[config.mk]
export PLATFORM = sky130hd
export DESIGN_NAME = uart_tx_scheduler_flat
export DESIGN_NICKNAME = d
export VERILOG_FILES = /design/src/rtl/uart_pkg.sv /design/src/rtl/uart_tx_scheduler_if.sv /design/src/rtl/uart_byte_fifo.sv /design/src/rtl/uart_tx_scheduler.sv /design/src/flat_wrapper.sv
export SDC_FILE = /design/constraint.sdc
export NUM_CORES = 1
export LEC_CHECK = 0
export BUFFER_PORTS_ARGS = -buffer_cell sky130_fd_sc_hd__buf_4
export CAP_MARGIN = 20
export CORE_UTILIZATION = 56
export DETAILED_ROUTE_END_ITERATION = 16
export PLACE_DENSITY = 0.78
export SYNTH_ARGS = -nofsm -noshare
export SYNTH_HDL_FRONTEND = slang
export SYNTH_SLANG_ARGS = --single-unit
[constraint.sdc]
create_clock -name sysclk -period 3.25 [get_ports sysclk]
set_clock_uncertainty 0.2 [all_clocks]
set_input_delay 0.325 -clock sysclk [delete_from_list [all_inputs] [get_ports sysclk]]
set_output_delay 0.325 -clock sysclk [all_outputs]
set_load 0.1 [all_outputs]
[src/rtl/uart_pkg.sv]
// uart_pkg: shared state encoding, source IDs and echo byte transform
package uart_pkg;
  localparam int DATA_W = 8;
  typedef enum logic [1:0] {IDLE = 2'd0, LAUNCH = 2'd1, WAIT_BUSY = 2'd2, WAIT_IDLE = 2'd3} state_t;
  typedef enum logic {SRC_FIFO = 1'b0, SRC_MSG = 1'b1} src_t;
  function automatic logic [DATA_W-1:0] echo_xform(input logic [DATA_W-1:0] b);
    return b[DATA_W-1] ? ~b : b;
  endfunction
endpackage

[src/rtl/uart_tx_scheduler_if.sv]
// uart_tx_scheduler_if: echo, message, transmitter and status signals of the scheduler
interface uart_tx_scheduler_if #(parameter int DEPTH = 4);
  import uart_pkg::*;
  logic [DATA_W-1:0] rx_data;
  logic rx_status;
  logic msg_valid;
  logic [DATA_W-1:0] msg_data;
  logic msg_ready;
  logic tx_status;
  logic tx_en;
  logic [DATA_W-1:0] tx_data;
  logic [$clog2(DEPTH):0] fifo_count;
  logic overflow;
  logic ovf_clr;
  logic busy;
  modport master (output rx_data, rx_status, msg_valid, msg_data, tx_status, ovf_clr,
                  input msg_ready, tx_en, tx_data, fifo_count, overflow, busy);
  modport slave (input rx_data, rx_status, msg_valid, msg_data, tx_status, ovf_clr,
                 output msg_ready, tx_en, tx_data, fifo_count, overflow, busy);
endinterface

[src/rtl/uart_byte_fifo.sv]
// uart_byte_fifo: byte FIFO that accepts a push at full when a pop happens on the same edge
module uart_byte_fifo
  import uart_pkg::*;
#(parameter int DEPTH = 4)
(
  input  logic i_clk,
  input  logic i_rst_n,
  input  logic i_push,
  input  logic i_pop,
  input  logic [DATA_W-1:0] i_din,
  output logic [DATA_W-1:0] o_dout,
  output logic o_full,
  output logic o_empty,
  output logic [$clog2(DEPTH):0] o_count
);
  localparam int AW = $clog2(DEPTH);
  logic [DATA_W-1:0] r_mem [DEPTH];
  logic [AW-1:0] r_wr, r_rd;
  logic [AW:0] r_cnt;
  logic w_pop, w_push;
  assign o_full  = r_cnt == (AW+1)'(DEPTH);
  assign o_empty = r_cnt == '0;
  assign o_count = r_cnt;
  assign o_dout  = r_mem[r_rd];
  assign w_pop   = i_pop && !o_empty;
  assign w_push  = i_push && (!o_full || w_pop);
  // storage needs no reset; pointers define what is valid
  always_ff @(posedge i_clk)
    if (w_push) r_mem[r_wr] <= i_din;
  // pointers wrap naturally at power-of-2 depth; occupancy tracks push/pop
  always_ff @(posedge i_clk or negedge i_rst_n)
    if (!i_rst_n) begin
      r_wr  <= '0;
      r_rd  <= '0;
      r_cnt <= '0;
    end else begin
      if (w_push) r_wr <= r_wr + 1'b1;
      if (w_pop) r_rd <= r_rd + 1'b1;
      r_cnt <= r_cnt + (AW+1)'(w_push) - (AW+1)'(w_pop);
    end
endmodule

[src/rtl/uart_tx_scheduler.sv]
// uart_tx_scheduler: round-robin sharing of one UART transmitter between RX echo and a message source
module uart_tx_scheduler
  import uart_pkg::*;
#(
  parameter int DEPTH = 4,
  parameter bit INVERT_MSB = 1'b1,
  parameter int BUSY_TIMEOUT = 15
)
(
  input logic sysclk,
  input logic reset_n,
  uart_tx_scheduler_if.slave bus
);
  localparam int CW = $clog2(BUSY_TIMEOUT + 1) + 1;
  state_t r_state, w_next;
  src_t r_last, w_sel;
  logic [DATA_W-1:0] r_tx_data, w_rx_byte, w_fifo_dout;
  logic [CW-1:0] r_cnt;
  logic r_ovf, w_full, w_empty, w_grant, w_pop, w_drop, w_cnt_done;
  assign w_rx_byte  = INVERT_MSB ? echo_xform(bus.rx_data) : bus.rx_data;
  assign w_sel      = (!w_empty && bus.msg_valid) ? src_t'(~r_last) : (bus.msg_valid ? SRC_MSG : SRC_FIFO);
  assign w_grant    = (r_state == IDLE) && bus.tx_status && (!w_empty || bus.msg_valid);
  assign w_pop      = w_grant && (w_sel == SRC_FIFO);
  assign w_drop     = bus.rx_status && w_full && !w_pop;
  assign w_cnt_done = (r_cnt + CW'(1)) == CW'(BUSY_TIMEOUT);
  assign bus.msg_ready = w_grant && (w_sel == SRC_MSG);
  assign bus.tx_en     = r_state == LAUNCH;
  assign bus.tx_data   = r_tx_data;
  assign bus.overflow  = r_ovf;
  assign bus.busy      = r_state != IDLE;
  uart_byte_fifo #(.DEPTH(DEPTH)) u_fifo (
    .i_clk(sysclk), .i_rst_n(reset_n), .i_push(bus.rx_status), .i_pop(w_pop),
    .i_din(w_rx_byte), .o_dout(w_fifo_dout), .o_full(w_full), .o_empty(w_empty),
    .o_count(bus.fifo_count)
  );
  // state, grant bookkeeping, busy timeout counter and sticky overflow
  always_ff @(posedge sysclk or negedge reset_n)
    if (!reset_n) begin
      r_state   <= IDLE;
      r_last    <= SRC_MSG;
      r_tx_data <= '0;
      r_cnt     <= '0;
      r_ovf     <= 1'b0;
    end else begin
      r_state <= w_next;
      if (w_grant) begin
        r_last    <= w_sel;
        r_tx_data <= (w_sel == SRC_MSG) ? bus.msg_data : w_fifo_dout;
      end
      if (r_state == LAUNCH) r_cnt <= '0;
      else if (r_state == WAIT_BUSY && bus.tx_status) r_cnt <= r_cnt + 1'b1;
      if (w_drop) r_ovf <= 1'b1;
      else if (bus.ovf_clr) r_ovf <= 1'b0;
    end
  // next state; a transmitter that never reports busy is abandoned after the timeout
  always_comb begin
    w_next = r_state;
    case (r_state)
      IDLE:      if (w_grant) w_next = LAUNCH;
      LAUNCH:    w_next = WAIT_BUSY;
      WAIT_BUSY: if (!bus.tx_status || w_cnt_done) w_next = WAIT_IDLE;
      WAIT_IDLE: if (bus.tx_status) w_next = IDLE;
      default:   w_next = IDLE;
    endcase
  end
endmodule

[src/flat_wrapper.sv]
// flat-port wrapper written by rule: the top's interface ports become plain ports
module uart_tx_scheduler_flat import uart_pkg::*;
#(
  parameter int DEPTH = 4,
  parameter bit INVERT_MSB = 1'b1,
  parameter int BUSY_TIMEOUT = 15
)
  (sysclk, reset_n, bus_rx_data, bus_rx_status, bus_msg_valid, bus_msg_data, bus_tx_status, bus_ovf_clr, bus_msg_ready, bus_tx_en, bus_tx_data, bus_fifo_count, bus_overflow, bus_busy);
  uart_tx_scheduler_if #(.DEPTH(DEPTH)) bus_i ();
  input logic sysclk;
  input logic reset_n;
  input wire logic [$bits(bus_i.rx_data)-1:0] bus_rx_data;
  input wire logic [$bits(bus_i.rx_status)-1:0] bus_rx_status;
  input wire logic [$bits(bus_i.msg_valid)-1:0] bus_msg_valid;
  input wire logic [$bits(bus_i.msg_data)-1:0] bus_msg_data;
  input wire logic [$bits(bus_i.tx_status)-1:0] bus_tx_status;
  input wire logic [$bits(bus_i.ovf_clr)-1:0] bus_ovf_clr;
  output wire logic [$bits(bus_i.msg_ready)-1:0] bus_msg_ready;
  output wire logic [$bits(bus_i.tx_en)-1:0] bus_tx_en;
  output wire logic [$bits(bus_i.tx_data)-1:0] bus_tx_data;
  output wire logic [$bits(bus_i.fifo_count)-1:0] bus_fifo_count;
  output wire logic [$bits(bus_i.overflow)-1:0] bus_overflow;
  output wire logic [$bits(bus_i.busy)-1:0] bus_busy;
  assign bus_i.rx_data = bus_rx_data;
  assign bus_i.rx_status = bus_rx_status;
  assign bus_i.msg_valid = bus_msg_valid;
  assign bus_i.msg_data = bus_msg_data;
  assign bus_i.tx_status = bus_tx_status;
  assign bus_i.ovf_clr = bus_ovf_clr;
  assign bus_msg_ready = bus_i.msg_ready;
  assign bus_tx_en = bus_i.tx_en;
  assign bus_tx_data = bus_i.tx_data;
  assign bus_fifo_count = bus_i.fifo_count;
  assign bus_overflow = bus_i.overflow;
  assign bus_busy = bus_i.busy;
  uart_tx_scheduler #(.DEPTH(DEPTH), .INVERT_MSB(INVERT_MSB), .BUSY_TIMEOUT(BUSY_TIMEOUT)) u_core (.sysclk(sysclk), .reset_n(reset_n), .bus(bus_i));
endmodule
---- Word-level counts from Yosys, hierarchy flattened ----
Memories as Yosys holds them, arrays and structs flattened.
Cells that the tools add are included.
word-level totals
  input bits .............................. 22
  bits in read-only memories .............. 0
  flip-flop bits (word level) ............. 24
  bits in writable memories ............... 32
  bits in latches ......................... 0
  logic and storage cells ................. 62
  memories ................................ 1
memory list
  name                 words  bits a word  rd ports  clocked after memory_dff  write ports  RTL line              source
  u_core.u_fifo.r_mem  4      8            1         0                         1            uart_byte_fifo.sv:17  logic [DATA_W-1:0] r_mem [DEPTH];
operators by class
  multiply operators ...................... 0
  reductions and logical operators ........ 23
  bitwise logic cells ..................... 3
  eq/ne operators ......................... 8
  div/mod/pow operators ................... 0
  $add $sub $neg .......................... 5
  order comparisons ....................... 0
  multiplexer cells ....................... 14
  shift-type cells ........................ 0
operators with widths
  cell                                                                    number
  8-bit two-way mux                                                       2
  1-bit logical AND                                                       10
  5-bit two-way mux                                                       2
  8-bit inverter                                                          1
  2-bit one-hot mux with 4 select lines                                   1
  1-bit two-way mux                                                       6
  2-bit two-way mux                                                       3
  2-bit nonzero test                                                      3
  5-bit by 1-bit adder with 5-bit output (second input constant)          1
  5-bit by 4-bit equality test with 1-bit output (second input constant)  1
  2-bit by 1-bit adder with 2-bit output (second input constant)          2
  2-bit equality test (second input constant)                             2
  1-bit logical NOT                                                       4
  2-bit != test (second input constant)                                   2
  3-bit by 1-bit adder with 3-bit output                                  1
  3-bit equality test (second input constant)                             1
  3-bit logical NOT                                                       1
  1-bit logical OR                                                        3
  3-bit AND reduction                                                     1
  3-bit by 1-bit subtractor with 3-bit output                             1
  2-bit by 1-bit equality test with 1-bit output (second input constant)  1
  2-bit logical NOT                                                       1
  2-bit by 1-bit != test with 1-bit output (second input constant)        1
  1-bit inverter                                                          2

---- Logic depth before layout (Yosys ltp) ----
Gate-level depths: netlist (run 1).
  word-level depth ........................ 11
  depth in mapped cells ................... 11
  mapped depth without buffers ............ 11

---- Cells and area by module ----
From an unflattened synthesis (run 1), not the netlist that was laid out.
second synthesis, totals
  cell total of the unflattened synthesis .. 180
  area, all modules ....................... 2,591.2 um^2
by module, submodules not included
  module             cells an instance  area an instance (um^2)  seq. area each (um^2)  instances
  uart_byte_fifo     77                 1,577.8                  1,136.1                1
  uart_tx_scheduler  103                1,013.5                  426.7                  1

---- Worst setup path after synthesis (run 1) ----
OpenSTA, ideal clock, no wires.
  path type ............................... register to register
  start point ............................. register u_core.u_fifo.r_cnt[1] (netlist: u_core.u_fifo.o_count[1])
  end point ............................... register u_core.r_tx_data[0] (netlist: u_core.bus.tx_data[0])
  stages on the path, launching flop included .. 5
  data required time ...................... 2.979 ns
  arrival ................................. 2.666 ns
  path slack .............................. 0.313 ns
  clock period less this slack ............ 2.937 ns
  setup time .............................. 0.071 ns
  cell sequence ........................... dfrtp_1 or3_1 a21oi_2 a22oi_1 nand2_1
on the way
  cells in the longest elaborated chain, start to end .. 5
  elaborated cells on any way between the ends .. 7
RTL lines
  element                 RTL line                                          source
  from (decl)             uart_byte_fifo.sv:19                              logic [AW:0] r_cnt;
  from (signal assigned)  uart_byte_fifo.sv:39                              r_cnt <= r_cnt + (AW+1)'(w_push) - (AW+1)'(w_pop);
  3-bit logical NOT (*)   uart_byte_fifo.sv:22                              assign o_empty = r_cnt == '0;
  1-bit logical NOT (*)   uart_tx_scheduler.sv:21, uart_tx_scheduler.sv:22
  1-bit logical AND       uart_tx_scheduler.sv:21                           assign w_sel = (!w_empty && bus.msg_valid) ? src_t'(~r_last) : (bus.msg_valid ? SRC_MSG : SRC_FIFO);
  1-bit two-way mux       uart_tx_scheduler.sv:21
  8-bit two-way mux       uart_tx_scheduler.sv:48                           r_tx_data <= (w_sel == SRC_MSG) ? bus.msg_data : w_fifo_dout;
  to (signal assigned)    uart_tx_scheduler.sv:48
  to (decl)               uart_tx_scheduler.sv:17                           logic [DATA_W-1:0] r_tx_data, w_rx_byte, w_fifo_dout;
Mark *: on every way between the ends. The rest lies on a longest branch, timed or not.
A chain may end at the register's enable or synchronous reset.

---- Worst setup path in the final report (run 1) ----
  start point ............................. register u_core.r_state[0]
  end point ............................... register u_core.u_fifo.r_cnt[2] (netlist: u_core.u_fifo.o_count[2])
on the way
  cells in the longest elaborated chain, start to end .. 9
RTL lines
  element                                          RTL line                 source
  from (decl)                                      uart_tx_scheduler.sv:15  state_t r_state, w_next;
  from (signal assigned)                           uart_tx_scheduler.sv:45  r_state <= w_next;
  2-bit logical NOT (*)                            uart_tx_scheduler.sv:22  assign w_grant = (r_state == IDLE) && bus.tx_status && (!w_empty || bus.msg_valid);
  1-bit logical AND (*) (2 in series)              uart_tx_scheduler.sv:22
  1-bit logical AND (*)                            uart_tx_scheduler.sv:23  assign w_pop = w_grant && (w_sel == SRC_FIFO);
  1-bit logical AND (*)                            uart_byte_fifo.sv:25     assign w_pop = i_pop && !o_empty;
  1-bit logical OR                                 uart_byte_fifo.sv:26     assign w_push = i_push && (!o_full || w_pop);
  1-bit logical AND                                uart_byte_fifo.sv:26
  3-bit by 1-bit adder with 3-bit output           uart_byte_fifo.sv:39
  3-bit by 1-bit subtractor with 3-bit output (*)  uart_byte_fifo.sv:39
Marked as above.

==> results.cfg, run 1 <==
[timing]
transition_time_at_the_pin_with_the_least_slew_margin_ns = 0.503
setup_tns_ns = 0
min_period_over_period = 0.856
slew_headroom = 0.665
hold_viol_final = 0
drv_slew = 0
fmax_mhz = 360
min_period_ns = 2.78
grt_setup_unrepaired = no
worst_hold_slack_ns = 0.0505
setup-violations-final = 0

[yosys]
synth_common_cells = sky130_fd_sc_hd__edfxtp_1, sky130_fd_sc_hd__dfrtp_1, sky130_fd_sc_hd__nand2_1
synth-warning-count = 0
synthFlopType = sky130_fd_sc_hd__edfxtp_1
postSynthNetCount = 205
ys_types = 38
post-synth-top-count-cell = sky130_fd_sc_hd__edfxtp_1
synth-seq-area-share = 0.609
largest_cells_by_area_after_synthesis = sky130_fd_sc_hd__edfxtp_1, sky130_fd_sc_hd__dfrtp_1, sky130_fd_sc_hd__ha_1
synth.ff_latch_count = 52
syn-cell-area_mm2 = 0.00237
synth_top_area_share = 0.355
synth_enable_flop_cells = 28
syn-mean-instance-area_um2 = 14.0
synthCells = 169
synth-async-reset-ratio = 0.462
post-synth-top-area-cell = sky130_fd_sc_hd__edfxtp_1

[setup_path]
timing.critical_path.max_delay_family = adder cells
crit_path_max_incr_delay_ns = 0.42
worst_r2r_endpoint = u_core.u_fifo.o_count[2]
timing.reg2reg.worst_path_depth = 12
cp_num_buf_inv = 4
worst_flop_to_flop_path_startpoint = u_core.r_state[0]
critical-path-slowest-cell = sky130_fd_sc_hd__dfrtp_1
path_class = flop to flop
arrival_ns = 2.78
worstSetupStartpointType = flop
critical_path_peak_fanout = 7
critPathCaptureType = flop
worst_ep_required_time_ns = 3.25
setup.reg_to_reg.worst_slack_ns = 0.47
cells_traversed_along_the_worst_timing_path = inv_1 > ha_1 > nand2_1 > o211ai_1 > buf_4 > and2_1 > inv_1 > ha_1 > inv_1 > ha_1 > fa_1 > xnor2_1
number_of_gates_on_the_worst_path_with_buffers_counted = 12

[floorplan]
start_util = 0.588
design.portCount = 37
die_h_um = 67.1
floorplan.rows = 23
die-area_mm2 = 0.00450
chip_width_um = 67.1
core_region_mm2 = 0.00403

[global_route]
initial_antenna_violation_count = 0
globalRouteOverflowTotal = 0
grt_pass1_wl_um = 6880
grt_use_total = 0.217
grt_pass1_vias = 1540
grt_max_degree = 25

[pwr]
cellLeakagePower_nw = 1.23
worst_ir_drop_vdd_mv = 0.468
total_power_w = 0.00291
power_density_mw_per_mm2 = 1030

[layout]
design.final.nets = 249
drive_gt1_frac = 0.276
register_area_mm2 = 0.00144
finish.cell_count_without_fillers = 264
fillers = 287
multi_input_comb_area_um2 = 866
syn_to_final_growth_pct = 19.9
antenna_cells_inserted = 0

[placement]
quantity_of_i_o_buffers_inserted_on_ports = 36
detailedPlacementHpwl_um = 3200
dpl.cell_count = 254
globalplace.congestion = 0.709

[status]
run_status = complete, no violations

[route]
drt_pass1_iterations = 4
drt_wl_total_um = 4330
route.antenna.remaining_nets = 0
vias_per_cell = 5.57
detail_route.drc_violations = 0
first_iter_violations = 119
via_count = 1470
wire_per_inst_um = 16.4

[clock_network]
tritoncts = done
cts_setup_buffers = 0
clk-insertion-delay-late_ns = 0.31
clk_root_buffer_cell = sky130_fd_sc_hd__clkbuf_8
cts.htree.levels = 2
cts.clk_slew.worst_paths_ns = 0.09
cts.path.max_buffers = 2
clock_sink_count = 52
cts_inserted_buffers = 5

[hold_path]
worstHoldStart = bus_msg_data[7]
holdPathEnd = u_core.bus.tx_data[7]
class_of_the_tightest_hold_or_removal_check = input port to flop
hold-path-cell-count = 2

[run]
cap_viol_max_count = 0
[placed cells by master (no fill, tap or decap), types with 2 or more instances in the layout]
cell type                        n
sky130_fd_sc_hd__inv_1          12
sky130_fd_sc_hd__edfxtp_1       28
sky130_fd_sc_hd__xnor2_1         4
sky130_fd_sc_hd__a22o_1          2
sky130_fd_sc_hd__and2_1          2
sky130_fd_sc_hd__o21ai_0         2
sky130_fd_sc_hd__nor2_1          7
sky130_fd_sc_hd__nand4_1         2
sky130_fd_sc_hd__dlygate4sd3_1   2
sky130_fd_sc_hd__clkbuf_8        5
sky130_fd_sc_hd__ha_1           13
sky130_fd_sc_hd__and3_1          4
sky130_fd_sc_hd__xor2_1         12
sky130_fd_sc_hd__buf_4          39
sky130_fd_sc_hd__nand2_1        17
sky130_fd_sc_hd__a22oi_1         8
sky130_fd_sc_hd__dfrtp_1        23
sky130_fd_sc_hd__mux4_2          7
sky130_fd_sc_hd__nand3_1         3
[flip-flops by register name, summed over array words and instances (netlist names)]
register,cells
u_core.u_fifo.r_mem,28
u_core.bus.tx_data,8
u_core.r_cnt,5
u_core.u_fifo.o_count,3
u_core.r_state,2
u_core.u_fifo.r_rd,2
u_core.u_fifo.r_wr,2
u_core.bus.overflow,1
u_core.r_last,1
[how the worst max path moves through the flow]
| stage | startpoint | to | slack (ns) |
|---|---|---|---|
| floorplan | u_core.u_fifo.o_count[1] | u_core.bus.tx_data[0] | 0.31 |
| global placement | u_core.r_state[0] | u_core.u_fifo.o_count[2] | 0.58 |
| detailed placement | u_core.r_state[0] | u_core.u_fifo.o_count[2] | 0.48 |
| CTS | u_core.r_state[0] | u_core.u_fifo.o_count[2] | 0.45 |
| global route | u_core.r_state[0] | u_core.u_fifo.o_count[2] | 0.28 |
| finish | u_core.r_state[0] | u_core.u_fifo.o_count[2] | 0.47 |
[where the power goes]
group	internal (W)	switching [W]	total [W]	leakage (nW)
Clock	0.000233	0.000214	0.000447	0.0558
Combinational	0.000414	0.000968	0.00138	0.624
Sequential	0.000913	0.000170	0.00108	0.555
Total	0.00156	0.00135	0.00291	1.23
[cell type report]
type,count,area share
clock inverters,2,0.0137
multi-input cells,101,0.305
repair buffers,41,0.110
clock buffers,6,0.0256
well taps,50,0.0220
flip-flops and latches,52,0.508
inverters,12,0.0159
[stage by stage]
stage | area [µm²] | setup WS [ns] | util
after floorplan | 2370 | 0.313 | -
after global placement | 2710 | 0.584 | 0.672
after detailed placement | 2710 | 0.480 | 0.672
after CTS | 2840 | 0.455 | 0.705
after global routing | 2840 | 0.277 | 0.705
final | 2840 | 0.469 | 0.705
[repair_timing]
item                      CTS  global route
hold buffers                2             0
hold endpoints to repair   25             0
resized for setup           0             0
[metal layers]
layer  track usage  share of wire
met3        0.0651          0.043
met1         0.245           0.40
met5             0              0
met4        0.0824          0.018
met2         0.379           0.54
[kinds of logic after synthesis]
| kind of cell | Yosys count | share of synthesized area |
|---|---|---|
| AOI/OAI and AO/OA | 20 | 0.0628 |
| and+or+nand+nor | 43 | 0.0950 |
| xor gates and xnor gates | 16 | 0.0591 |
| buffers and inverters | 16 | 0.0259 |
| adders and majority gates | 14 | 0.0771 |
| muxes | 8 | 0.0713 |
| DFF | 52 | 0.609 |
(Power assumes the default switching activity.)
==> run 2: changes to the inputs <==
- ABC_AREA: unset -> 1
- GPL_TIMING_DRIVEN: unset -> 0
==> run 2 against run 1 <==
Net effect:
- synthesized cell count is 42% higher
- largest power group unchanged
- sequential share of layout area is 1.5 points lower
- critical path type unchanged
- clock-buffer cell count stayed put
==> results.cfg, run 2 <==
[status]
run_status = complete, no violations

[clock_network]
clk-insertion-delay-late_ns = 0.30
cts_setup_buffers = 0
cts_inserted_buffers = 5
cts.path.max_buffers = 2
cts.htree.levels = 2
tritoncts = done
cts.clk_slew.worst_paths_ns = 0.09
clk_root_buffer_cell = sky130_fd_sc_hd__clkbuf_8
clock_sink_count = 52

[route]
detail_route.drc_violations = 0
drt_wl_total_um = 4350
via_count = 1707
drt_pass1_iterations = 4
wire_per_inst_um = 13.0
first_iter_violations = 95
route.antenna.remaining_nets = 0
vias_per_cell = 5.10

[timing]
min_period_over_period = 0.792
grt_setup_unrepaired = no
transition_time_at_the_pin_with_the_least_slew_margin_ns = 0.726
setup-violations-final = 0
hold_viol_final = 0
min_period_ns = 2.57
fmax_mhz = 389
slew_headroom = 0.514
setup_tns_ns = 0
drv_slew = 0

[floorplan]
floorplan.rows = 23
start_util = 0.600
die-area_mm2 = 0.00468
core_region_mm2 = 0.00412
design.portCount = 37
chip_width_um = 68.4
die_h_um = 68.4

[setup_path]
path_class = flop to flop
worst_ep_required_time_ns = 3.24
cells_traversed_along_the_worst_timing_path = inv_1 > ha_1 > nand2_1 > inv_1 > nand2_4 > inv_2 > nand2_4 > nand2_4 > nand2_4 > ha_1 > inv_1 > ha_1 > fa_1 > xnor2_1
timing.critical_path.max_delay_family = adder cells
critPathCaptureType = flop
arrival_ns = 2.57
worst_setup_path_startpoint = u_core.r_state[0]
crit_path_max_incr_delay_ns = 0.42
critical_path_peak_fanout = 7
critical-path-slowest-cell = sky130_fd_sc_hd__dfrtp_1
worstSetupStartpointType = flop
worst_flop_to_flop_path_startpoint = u_core.r_state[0]
path_common_cell = sky130_fd_sc_hd__nand2_4
cp_num_buf_inv = 4

[layout]
syn_to_final_growth_pct = 18.5
design.final.nets = 320
drive_gt1_frac = 0.211
fillers = 295
utilization = 0.711
finish.cell_count_without_fillers = 335
antenna_cells_inserted = 0
multi_input_comb_area_um2 = 892
most_frequent_standard_cell_in_the_layout_excluding_fill_and_tap_cells = sky130_fd_sc_hd__nand2_1
register_area_mm2 = 0.00144
mostFrequentLayoutCells = sky130_fd_sc_hd__nand2_1, sky130_fd_sc_hd__buf_4, sky130_fd_sc_hd__edfxtp_1, sky130_fd_sc_hd__inv_1, sky130_fd_sc_hd__dfrtp_1
layout.cell_area.non_filler_mm2 = 0.00293
largest_reg_flops = 28
largest_register = u_core.u_fifo.r_mem

[yosys]
synth_common_cells = sky130_fd_sc_hd__nand2_1, sky130_fd_sc_hd__edfxtp_1, sky130_fd_sc_hd__inv_1
yosys.area_share.xor_xnor = 0.0319
synthCells = 240
post-synth-top-area-cell = sky130_fd_sc_hd__edfxtp_1
synth_fa_ha_area_frac = 0.0740
synth.ff_latch_count = 52
synthFlopType = sky130_fd_sc_hd__edfxtp_1
synth_top_area_share = 0.340
post-synth-top-count-cell = sky130_fd_sc_hd__nand2_1
postSynthNetCount = 276
synth-compound-area-share = 0.0689
synth-async-reset-ratio = 0.462
syn-mean-instance-area_um2 = 10.3
synth_enable_flop_cells = 28
synth-seq-area-share = 0.584
largest_cells_by_area_after_synthesis = sky130_fd_sc_hd__edfxtp_1, sky130_fd_sc_hd__dfrtp_1, sky130_fd_sc_hd__nand2_1
syn-cell-area_mm2 = 0.00247
synth-warning-count = 0
ys_types = 26
synth_top_family_by_area = simple AND/OR/NAND/NOR gates
synthMuxAreaShare = 0
synth-simple-area-share = 0.186

[global_route]
grt_pass1_vias = 1527
initial_antenna_violation_count = 0
globalRouteOverflowTotal = 0
grt_use_total = 0.205
grt_pass1_wl_um = 6830
grt_max_degree = 25

[pwr]
total_power_w = 0.00303
power_density_mw_per_mm2 = 1040
worst_ir_drop_vdd_mv = 0.467
cellLeakagePower_nw = 1.33

[placement]
globalplace.congestion = 0.772
detailedPlacementHpwl_um = 3130
dpl.cell_count = 325
post_dp_cell_area_mm2 = 0.00280
quantity_of_i_o_buffers_inserted_on_ports = 35

[hold_path]
class_of_the_tightest_hold_or_removal_check = input port to flop
worstHoldStart = bus_msg_data[3]

[run]
cap_viol_max_count = 0
[run 2: changes by cell type in the layout (fill, tap and decap cells not counted), moves of 4 or more]
cell,delta
sky130_fd_sc_hd__a22oi_1,-8
sky130_fd_sc_hd__mux4_2,-7
sky130_fd_sc_hd__nand2_4,+5
sky130_fd_sc_hd__xor2_1,-4
sky130_fd_sc_hd__and3_1,-4
sky130_fd_sc_hd__o22ai_1,+8
sky130_fd_sc_hd__nand2_1,+32
sky130_fd_sc_hd__inv_1,+15
sky130_fd_sc_hd__nor2_1,+15
sky130_fd_sc_hd__nand3_1,+14
sky130_fd_sc_hd__o21ai_0,+17
[run 2: final timing paths]
kind	to	slack, ns	cells after the start
setup reg to reg	u_core.u_fifo.o_count[2]	0.68	14
hold reg to reg	u_core.r_last	0.30	2
min in group asynchronous	u_core.u_fifo.r_rd[0]	0.25	2
hold / removal	u_core.bus.tx_data[3]	0.04	3
max in group asynchronous	u_core.r_last	2.31	2
setup / recovery	u_core.u_fifo.o_count[2]	0.68	14
[run 2: report_power, final]
group	switching (W)	internal, W	total, W
Clock	0.000204	0.000233	0.000436
Sequential	0.000135	0.000913	0.00105
Combinational	0.00115	0.000396	0.00155
[run 2: area by class of cell]
type	instances	area share
Clock buffer	6	0.0248
Inverter	30	0.0385
Clock inverter	2	0.0133
Buffer	4	0.00770
Timing Repair Buffer	37	0.0966
Multi-Input combinational cell	154	0.305
Sequential cell	52	0.493
Tap cell	50	0.0214
[run 2: metal layers]
metal | routed length, µm | GRT usage | vias up
li1 | - | - | 876
met1 | 2000 | 0.273 | 780
met2 | 2080 | 0.325 | 44
met3 | 212 | 0.0567 | 7
met4 | 55 | 0.0651 | 0
met5 | 0 | 0 | -
[run 2: repair_timing]
action	in CTS	in global routing
resized for setup	0	0
hold endpoints to repair	25	0
hold buffers	2	0
[run 2: worst register-to-register path, delay by kind of cell, from the launching register on]
family / cells / cell delay, ns
fa+ha+maj: 4 / 1.04
simple gates: 5 / 0.37
buf+inv: 4 / 0.30
flops: 1 / 0.42
xor+xnor: 1 / 0.13
[run 2: stage by stage]
stage	worst slack, ns	hold slack, ns
finish	0.677	0.0365
global route	0.495	0.0248
CTS	0.675	0.0313
detailed placement	0.685	0.0444
global placement	0.722	0.0468
floorplan	0.376	-0.171
[run 2: cells by family (layout without fill, tap and decap cells)]
family,Yosys count,after routing
compound gates,31,31
flops,52,52
buf+inv,34,79
fa+ha+maj,14,14
xor+xnor,9,9
simple gates,100,100
